`src/rtl/bcd_pkg.sv`:
```
// Shared types and constants for the binary-to-BCD converter.
package bcd_pkg;

   typedef enum logic [1:0] {
      IDLE  = 2'd0,
      SHIFT = 2'd1,
      DONE  = 2'd2
   } state_t;

   localparam logic [3:0] BCD_BLANK = 4'hF;

   // Largest value representable in n decimal digits (n <= 8 fits in 32 bits).
   function automatic logic [31:0] max_decimal(input int unsigned n);
      logic [31:0] p;
      p = 32'd1;
      for (int unsigned i = 0; i < n; i++) begin
         p = p * 32'd10;
      end
      return p - 32'd1;
   endfunction

endpackage

```
`src/rtl/bcd_digit_adjust.sv`:
```
// Double-dabble digit correction: add 3 to a BCD digit that is 5 or more.
module bcd_digit_adjust
   import bcd_pkg::*;
(
   input  logic [3:0] i_digit,
   output logic [3:0] o_digit
);

   assign o_digit = (i_digit >= 4'd5) ? (i_digit + 4'd3) : i_digit;

endmodule

```
`src/rtl/bin_to_bcd_converter.sv`:
```
// Sequential double-dabble binary-to-BCD converter, one input bit per clock.
// Define BIN_TO_BCD_LEADING_BLANK_EN to replace leading zero digits with the blank code.
module bin_to_bcd_converter
   import bcd_pkg::*;
#(
   parameter int unsigned NUM_DIGITS = 4,
   parameter int unsigned BIN_WIDTH  = 14
) (
   input  logic                    clk,
   input  logic                    rst,
   input  logic                    in_valid,
   output logic                    in_ready,
   input  logic [BIN_WIDTH-1:0]    bin_in,
   output logic [4*NUM_DIGITS-1:0] bcd_out,
   output logic                    done,
   output logic                    overflow
);

   localparam int unsigned BCD_W = 4 * NUM_DIGITS;
   localparam int unsigned CNT_W = $clog2(BIN_WIDTH + 1);
   localparam int unsigned CMP_W = (BIN_WIDTH > 32) ? BIN_WIDTH : 32;

   state_t             r_state;
   state_t             w_next_state;
   logic               w_in_ready;
   logic [CNT_W-1:0]   r_cnt;
   logic [BIN_WIDTH-1:0] r_shift;
   logic [BCD_W-1:0]   r_scratch;
   logic [BCD_W-1:0]   w_adj;
   logic               r_ovf_pend;
   logic [BCD_W-1:0]   r_bcd;
   logic               r_ovf;
   logic               r_done;
   logic               w_accept;
   logic               w_too_big;

   function automatic logic [BCD_W-1:0] saturate_bcd();
      return {NUM_DIGITS{4'h9}};
   endfunction

   // Leading-zero blanking scans from the top digit down; units digit always shown.
   function automatic logic [BCD_W-1:0] format_bcd(input logic [BCD_W-1:0] d);
      logic [BCD_W-1:0] r;
      r = d;
`ifdef BIN_TO_BCD_LEADING_BLANK_EN
      begin
         logic seen;
         seen = 1'b0;
         for (int i = NUM_DIGITS - 1; i >= 1; i--) begin
            if (!seen && (d[4*i +: 4] == 4'd0)) begin
               r[4*i +: 4] = BCD_BLANK;
            end else begin
               seen = 1'b1;
            end
         end
      end
`endif
      return r;
   endfunction

   for (genvar g = 0; g < NUM_DIGITS; g++) begin : g_adj
      bcd_digit_adjust u_adj (
         .i_digit (r_scratch[4*g +: 4]),
         .o_digit (w_adj[4*g +: 4])
      );
   end

   assign w_accept  = (r_state == IDLE) && in_valid;
   assign w_too_big = CMP_W'(bin_in) > CMP_W'(max_decimal(NUM_DIGITS));

   always_ff @(posedge clk) begin
      if (rst) begin
         r_state <= IDLE;
      end else begin
         r_state <= w_next_state;
      end
   end

   always_comb begin
      w_next_state = r_state;
      w_in_ready   = 1'b0;
      case (r_state)
         IDLE: begin
            w_in_ready = 1'b1;
            if (in_valid) w_next_state = SHIFT;
         end
         SHIFT: begin
            if (r_cnt == CNT_W'(1)) w_next_state = DONE;
         end
         DONE:    w_next_state = IDLE;
         default: w_next_state = IDLE;
      endcase
   end

   // Control and output registers
   always_ff @(posedge clk) begin
      if (rst) begin
         r_cnt  <= '0;
         r_bcd  <= '0;
         r_ovf  <= 1'b0;
         r_done <= 1'b0;
      end else begin
         r_done <= 1'b0;
         if (w_accept) begin
            r_cnt <= CNT_W'(BIN_WIDTH);
         end else if (r_state == SHIFT) begin
            r_cnt <= r_cnt - CNT_W'(1);
         end
         if (r_state == DONE) begin
            r_bcd  <= r_ovf_pend ? saturate_bcd() : format_bcd(r_scratch);
            r_ovf  <= r_ovf_pend;
            r_done <= 1'b1;
         end
      end
   end

   // Conversion datapath; carries out of the top digit fall off the shift
   always_ff @(posedge clk) begin
      if (w_accept) begin
         r_shift    <= bin_in;
         r_scratch  <= '0;
         r_ovf_pend <= w_too_big;
      end else if (r_state == SHIFT) begin
         r_shift   <= r_shift << 1;
         r_scratch <= (w_adj << 1) | BCD_W'(r_shift[BIN_WIDTH-1]);
      end
   end

   assign in_ready = w_in_ready;
   assign bcd_out  = r_bcd;
   assign done     = r_done;
   assign overflow = r_ovf;

endmodule

```
`config.mk`:
```
export PLATFORM = sky130hd
export DESIGN_NAME = bin_to_bcd_converter
export DESIGN_NICKNAME = d
export VERILOG_FILES = /design/src/rtl/bcd_pkg.sv /design/src/rtl/bcd_digit_adjust.sv /design/src/rtl/bin_to_bcd_converter.sv
export SDC_FILE = /design/constraint.sdc
export NUM_CORES = 1
export LEC_CHECK = 0
export ABC_AREA = 1
export CORE_ASPECT_RATIO = 0.8
export CORE_UTILIZATION = 54
export DETAILED_ROUTE_END_ITERATION = 12
export GPL_TIMING_DRIVEN = 0
export PLACE_DENSITY = 0.79
export REMOVE_ABC_BUFFERS = 1
export SYNTH_ARGS = -nofsm -noshare
export SYNTH_HDL_FRONTEND = slang
export SYNTH_SLANG_ARGS = --single-unit
export TNS_END_PERCENT = 5
```
`constraint.sdc`:
```
create_clock -name clk -period 1.5 [get_ports clk]
set_input_delay 0.45 -clock clk [delete_from_list [all_inputs] [get_ports clk]]
set_output_delay 0.45 -clock clk [all_outputs]
set_load 0.02 [all_outputs]
```
Word level (Yosys, flattened, before mapping)
Index checks and enable logic that the tools add are counted.

Register bits: 55. Bits in read-only memories: 0. Word-level logic and storage cells: 44. Memory bits (writable): 0. Bits in latches: 0. Input port bits: 17. Output and inout bits: 19. Memories kept: 0.

Bitwise logic cells: 1. Reductions and logical operators: 5. $lt $le $gt $ge: 5. Div/mod/pow operators: 0. Add/subtract/negate cells: 5. Shift-type cells: 0. Multipliers: 0. Muxes and demuxes: 14. Eq/ne operators: 5.

Operators by type and width (number): 2-to-1 mux 14 bit (2); 2-to-1 mux 4 bit (5); >= comparator 4 x 3 -> 1 bit (second input constant) (4); 2-to-1 mux 16 bit (1); OR 16 x 1 -> 16 bit (1); greater-than comparator 14 bit (second input constant) (1); adder 4 x 2 -> 4 bit (second input constant) (3); == test 4 x 1 -> 1 bit (second input constant) (1); 2-to-1 mux 2 bit (2); != test 2 bit (second input constant) (2); one-hot mux 2 bit (2 select lines) (1); subtractor 4 x 1 -> 4 bit (second input constant) (1); adder 3 x 2 -> 3 bit (second input constant) (1); 2-to-1 mux 3 bit (1); == test 2 x 1 -> 1 bit (second input constant) (1); == test 2 bit (second input constant) (1); zero test 2 bit (1); 2-to-1 mux 1 bit (2); AND reduction 2 bit (1); nonzero test 2 bit (1); OR reduction 2 bit (1); logical AND 1 bit (1).

Longest topological paths before layout
Depth in word-level cells: 3. Depth in mapped cells: 8.

Modules after synthesis
From an unflattened synthesis, not the netlist that was laid out.

Cell total of the unflattened synthesis: 341. Area, all modules: 2681.3 µm².

Modules (own cells, without submodules): bin_to_bcd_converter (instances 1, area each 2140.8 µm², cells each 249, sequential area each 1251.2 µm²); bcd_digit_adjust (instances 4, area each 135.1 µm², cells each 23, sequential area each 0.0 µm²).

Least setup slack after synthesis
No wires, ideal clock.

Path type: register -> register. Start: register r_state[1]. End: register r_shift[0], enable pin. Library setup time: 358 ps. Period minus slack after synthesis: 1659 ps. Stages on the path, launching flop included: 6. Data arrival time: 1301 ps. Path slack: -159 ps. Data required time: 1142 ps. Cell sequence: dfxtp_1 > nor2_1 > nand2_2 > inv_2 > nor2_4 > inv_1.

Cells in the longest elaborated chain, start to end: 3.

Ends and longest elaborated chain: from (decl) (RTL line bin_to_bcd_converter.sv:23) `state_t r_state;`; from (signal assigned) (RTL line bin_to_bcd_converter.sv:75) `r_state <= w_next_state;`; zero test 2 bit (RTL line bin_to_bcd_converter.sv:68) `assign w_accept = (r_state == IDLE) && in_valid;`; logical AND 1 bit (RTL line bin_to_bcd_converter.sv:68); nonzero test 2 bit (no line) *; to (signal assigned) (RTL line bin_to_bcd_converter.sv:120) `r_shift <= bin_in;`; to (signal assigned) (RTL line bin_to_bcd_converter.sv:124) `r_shift <= r_shift << 1;`; to (decl) (RTL line bin_to_bcd_converter.sv:27) `logic [BIN_WIDTH-1:0] r_shift;`.

Mark *: on every way between the ends. The rest lies on a longest branch, timed or not. A chain may end at the register's enable or synchronous reset.

Worst setup path in the final report
Start: register r_state[1]. End: output in_ready.

Cells in the longest elaborated chain, start to end: 2.

Ends and longest elaborated chain: zero test 2 bit (RTL line bin_to_bcd_converter.sv:82) `case (r_state)`; 2-to-1 mux 1 bit (RTL line bin_to_bcd_converter.sv:82); to (decl) (RTL line bin_to_bcd_converter.sv:12) `output logic in_ready,`.

Every way passes these cells.

==> impl_metrics.env <==
export IMPL_outcome="complete, but fails checks"
export IMPL_violations_in_the_final_reports="negative setup slack"
export IMPL_detail_route_wirelength_um=5421
export IMPL_antennaDiodeCount=0
export IMPL_coreArea_mm2=0.004309
export IMPL_globalRoute_totalOverflow=0
export IMPL_ff2ff_setup_slack_ns=0.10
export IMPL_cts_htree_levels=2
export IMPL_clk_transition_reported_paths_ns=0.09
export IMPL_worstReg2RegStart="r_state[0]"
export IMPL_number_of_nets_in_the_layout=377
export IMPL_yosys_warnings=0
export IMPL_postLayoutSetupSlackWorst_ns=-0.05403
export IMPL_clk_path_buf_depth=2
export IMPL_slew_viol_final=0
export IMPL_synth_cells=313
export IMPL_cp_startpoint="r_state[1]"
export IMPL_timing_rr_end="r_shift[2]"
export IMPL_number_of_global_route_vias_before_repair=1988
export IMPL_routed_wire_length_per_instance_um=13.29
export IMPL_drc=0
export IMPL_area_growth_syn_to_layout_pct=21.53
export IMPL_die_y_um=62.84
export IMPL_total_standard_cell_area_after_synthesis_mm2=0.002499
export IMPL_power_leakage_nw=1.436
export IMPL_dr_pass1_iters=4
export IMPL_worst_clock_skew_ns=0.006531
export IMPL_dp_hpwl_um=3582
export IMPL_critPathCaptureType="primary output"
export IMPL_cp_arrival_ns=1.10
export IMPL_register_bit_count_reported_by_yosys=55
export IMPL_fin_crit_ns=1.554
export IMPL_port_buffers=35
export IMPL_vdd_ir_drop_worst_v=0.0006556
export IMPL_power_density_cell_area_mw_per_mm2=1066
export IMPL_totalNegativeSetupSlack_ns=-0.05403
export IMPL_insertion_delay_ns=0.30
export IMPL_setup_worst_path_start_class="flop"
export IMPL_synth_sequential_area_ratio_pct=50.08
export IMPL_placedCellCount=395
export IMPL_die_width_um=78.05
export IMPL_non_filler_instance_count_after_layout=408
export IMPL_start_util_pct=57.98
export IMPL_num_rows=21
export IMPL_grt_antenna_before_repair=0
export IMPL_synth_cell_type_count=24
export IMPL_tritoncts_num_buffers=5
export IMPL_worst_endpoint_required_ns=1.05
export IMPL_max_cap_violations=0
export IMPL_die_area_mm2=0.004905
export IMPL_cts_tree="yes"
export IMPL_post_drt_via_cell_ratio=5.194
export IMPL_timing_critical_path_to="in_ready"
export IMPL_rsz_0062_raised_after_global_routing="yes"
export IMPL_maximum_number_of_pins_on_one_net_before_global_route_repair=22
export IMPL_timing_final_setup_violations=1
export IMPL_first_pass_grt_wire_length_um=9170
export IMPL_final_core_util_pct=70.47
export IMPL_place_congestion=0.8272
export IMPL_globalRouteTotalUtil_pct=24.41
export IMPL_postRouteAntennaNets=0
export IMPL_timing_final_crit_share_pct=103.6
export IMPL_ios=36
export IMPL_cts_sinks=55
export IMPL_post_route_cells_drive_above_1_share_pct=7.692
export IMPL_clock_fmax_mhz=643.5
export IMPL_drt_iter0_drc=174
export IMPL_hold_buffers=0
export IMPL_worst_hold_path_type="flop to flop"
export IMPL_timing_worst_slew_pin_value_ns=0.5371
export IMPL_route_vias_total=2119
export IMPL_layout_filler_cells=370
export IMPL_timing_critical_path_fanout_max=4
export IMPL_clock_root_buffer="sky130_fd_sc_hd__clkbuf_8"
export IMPL_worst_slew_margin_relative_to_its_limit_pct=64.15
export IMPL_setup_worst_path_class="flop to primary output"
export IMPL_timing_reg2reg_worst_path_depth=5
export IMPL_final_hold_violation_count=0
export IMPL_postSynthAreaPerCell_um2=7.983
metrics by stage:
| stage | hold slack [ns] | area (um^2) | power, mW | setup slack [ns] |
|---|---|---|---|---|
| floorplan | 0.4276 | 2435 | 1.945 | -0.5435 |
| global placement | 0.4510 | 2856 | 2.065 | -1.034 |
| detailed placement | 0.4581 | 2856 | 2.086 | -1.059 |
| CTS | 0.4700 | 3025 | 3.228 | -0.1413 |
| global route | 0.4975 | 3037 | 3.376 | -0.1069 |
| finish | 0.4663 | 3037 | 3.236 | -0.05403 |
cell usage in the layout, fill, tap and decap left out:
| cell | netlist | routed |
|---|---|---|
| sky130_fd_sc_hd__nor2_2 | 0 | 1 |
| sky130_fd_sc_hd__inv_8 | 0 | 1 |
| sky130_fd_sc_hd__inv_1 | 32 | 30 |
| sky130_fd_sc_hd__clkbuf_8 | 0 | 5 |
| sky130_fd_sc_hd__o211ai_1 | 3 | 3 |
| sky130_fd_sc_hd__nor2_1 | 18 | 17 |
| sky130_fd_sc_hd__nand4_1 | 4 | 4 |
| sky130_fd_sc_hd__inv_2 | 2 | 1 |
| sky130_fd_sc_hd__nor2_4 | 3 | 4 |
| sky130_fd_sc_hd__clkbuf_1 | 3 | 1 |
| sky130_fd_sc_hd__dlygate4sd2_1 | 0 | 17 |
| sky130_fd_sc_hd__xor2_1 | 1 | 1 |
| sky130_fd_sc_hd__dlymetal6s2s_1 | 0 | 1 |
| sky130_fd_sc_hd__clkbuf_2 | 0 | 1 |
| sky130_fd_sc_hd__clkinvlp_4 | 0 | 2 |
| sky130_fd_sc_hd__a31oi_1 | 1 | 1 |
| sky130_fd_sc_hd__nor3_1 | 3 | 3 |
| sky130_fd_sc_hd__ha_1 | 10 | 10 |
| sky130_fd_sc_hd__a21oi_1 | 14 | 14 |
| sky130_fd_sc_hd__bufinv_16 | 0 | 2 |
| sky130_fd_sc_hd__nand2_1 | 99 | 99 |
| sky130_fd_sc_hd__dfxtp_2 | 0 | 2 |
| sky130_fd_sc_hd__o21ai_1 | 1 | 5 |
| sky130_fd_sc_hd__clkdlybuf4s15_1 | 0 | 1 |
| sky130_fd_sc_hd__clkdlybuf4s15_2 | 0 | 1 |
| sky130_fd_sc_hd__dfxtp_1 | 40 | 38 |
| sky130_fd_sc_hd__buf_6 | 2 | 1 |
| sky130_fd_sc_hd__edfxtp_1 | 15 | 15 |
| sky130_fd_sc_hd__nand2_4 | 0 | 1 |
| sky130_fd_sc_hd__buf_4 | 2 | 3 |
| sky130_fd_sc_hd__nor2_8 | 1 | 1 |
| sky130_fd_sc_hd__o21ai_0 | 23 | 19 |
| sky130_fd_sc_hd__clkdlybuf4s50_1 | 0 | 14 |
| sky130_fd_sc_hd__a21oi_2 | 1 | 1 |
| sky130_fd_sc_hd__nand3_1 | 31 | 31 |
how the worst min path moves through the flow:
stage / slack, ns / to / depth (start not counted) / from
after floorplan: 0.43 / r_scratch[0] / 2 / r_shift[13]
after global placement: 0.45 / r_scratch[0] / 2 / r_shift[13]
after detailed placement: 0.46 / r_scratch[0] / 2 / r_shift[13]
after CTS: 0.47 / bcd_out[10] / 2 / bcd_out[10]
after global routing: 0.50 / bcd_out[6] / 2 / bcd_out[6]
final: 0.47 / bcd_out[10] / 2 / bcd_out[10]
worst max-delay path: stages, from the launching register on:
cell	delay, ns
sky130_fd_sc_hd__dfxtp_2	0.38
sky130_fd_sc_hd__nor2_4	0.15
sky130_fd_sc_hd__clkdlybuf4s15_2	0.28
flip-flops by register name, summed over array words and instances (netlist names):
signal / flops
r_shift: 14
r_state: 2
overflow: 1
r_ovf_pend: 1
r_cnt: 4
done: 1
bcd_out: 16
r_scratch: 16
layer usage:
metal  part of all wire (%)  routed length (um)  global-route usage, %
met1                     45                2441                  31.06
met2                     48                2590                  40.35
met3                    5.4                 295                  5.693
met4                    1.7                  93                  9.028
met5                      0                   0                      0
cells by family after synthesis:
family | Yosys count | share of synthesized area (%)
AO/OA/AOI/OAI | 43 | 9.114
flip-flops | 55 | 50.08
buffers and inverters | 44 | 7.661
AND/OR/NAND/NOR | 160 | 27.79
adder cells (fa/ha/maj) | 10 | 5.008
XOR/XNOR | 1 | 0.3506
power by group:
| part | internal, mW | switching (mW) |
|---|---|---|
| clock | 0.667 | 0.473 |
| combinational | 0.152 | 0.243 |
| sequential | 1.64 | 0.0645 |
| total | 2.46 | 0.781 |
Yosys cell counts:
library cell	n	area (um^2)
sky130_fd_sc_hd__buf_2	3	15.01
sky130_fd_sc_hd__nand3_1	31	155.2
sky130_fd_sc_hd__a21oi_2	1	8.760
sky130_fd_sc_hd__dfxtp_1	40	800.8
sky130_fd_sc_hd__ha_1	10	125.1
sky130_fd_sc_hd__nand2_2	1	6.260
sky130_fd_sc_hd__nand4_1	4	25.02
sky130_fd_sc_hd__o21ai_0	23	115.1
sky130_fd_sc_hd__o211ai_1	3	22.52
sky130_fd_sc_hd__o21ai_1	1	5.000
sky130_fd_sc_hd__a21oi_1	14	70.07
sky130_fd_sc_hd__edfxtp_1	15	450.4
sky130_fd_sc_hd__nor2_8	1	20.02
sky130_fd_sc_hd__buf_4	2	15.01
sky130_fd_sc_hd__inv_2	2	7.510
sky130_fd_sc_hd__nor2_1	18	67.56
sky130_fd_sc_hd__nor3_1	3	15.01
sky130_fd_sc_hd__clkbuf_1	3	11.26
sky130_fd_sc_hd__inv_1	32	120.1
sky130_fd_sc_hd__xor2_1	1	8.760
sky130_fd_sc_hd__nor2_4	3	33.78
sky130_fd_sc_hd__nand2_1	99	371.6
sky130_fd_sc_hd__buf_6	2	22.52
sky130_fd_sc_hd__a31oi_1	1	6.260
what timing repair did:
| action | CTS | global route |
|---|---|---|
| resized for setup | 29 | 12 |
| setup endpoints to repair | 62 | 56 |
| pin swaps | 3 | 1 |
| setup buffers | 4 | 0 |
| gates cloned | 1 | 0 |
layout make-up:
type	count	area (um^2)	share of cell area, %
clock buffer	6	72.57	2.390
inverter	34	142.6	4.697
multi-input combinational	215	1075	35.39
tap	57	71.32	2.349
timing repair buffer	39	361.6	11.91
sequential	55	1254	41.29
clock inverter	2	60.06	1.978
(Power assumes the default switching activity.)
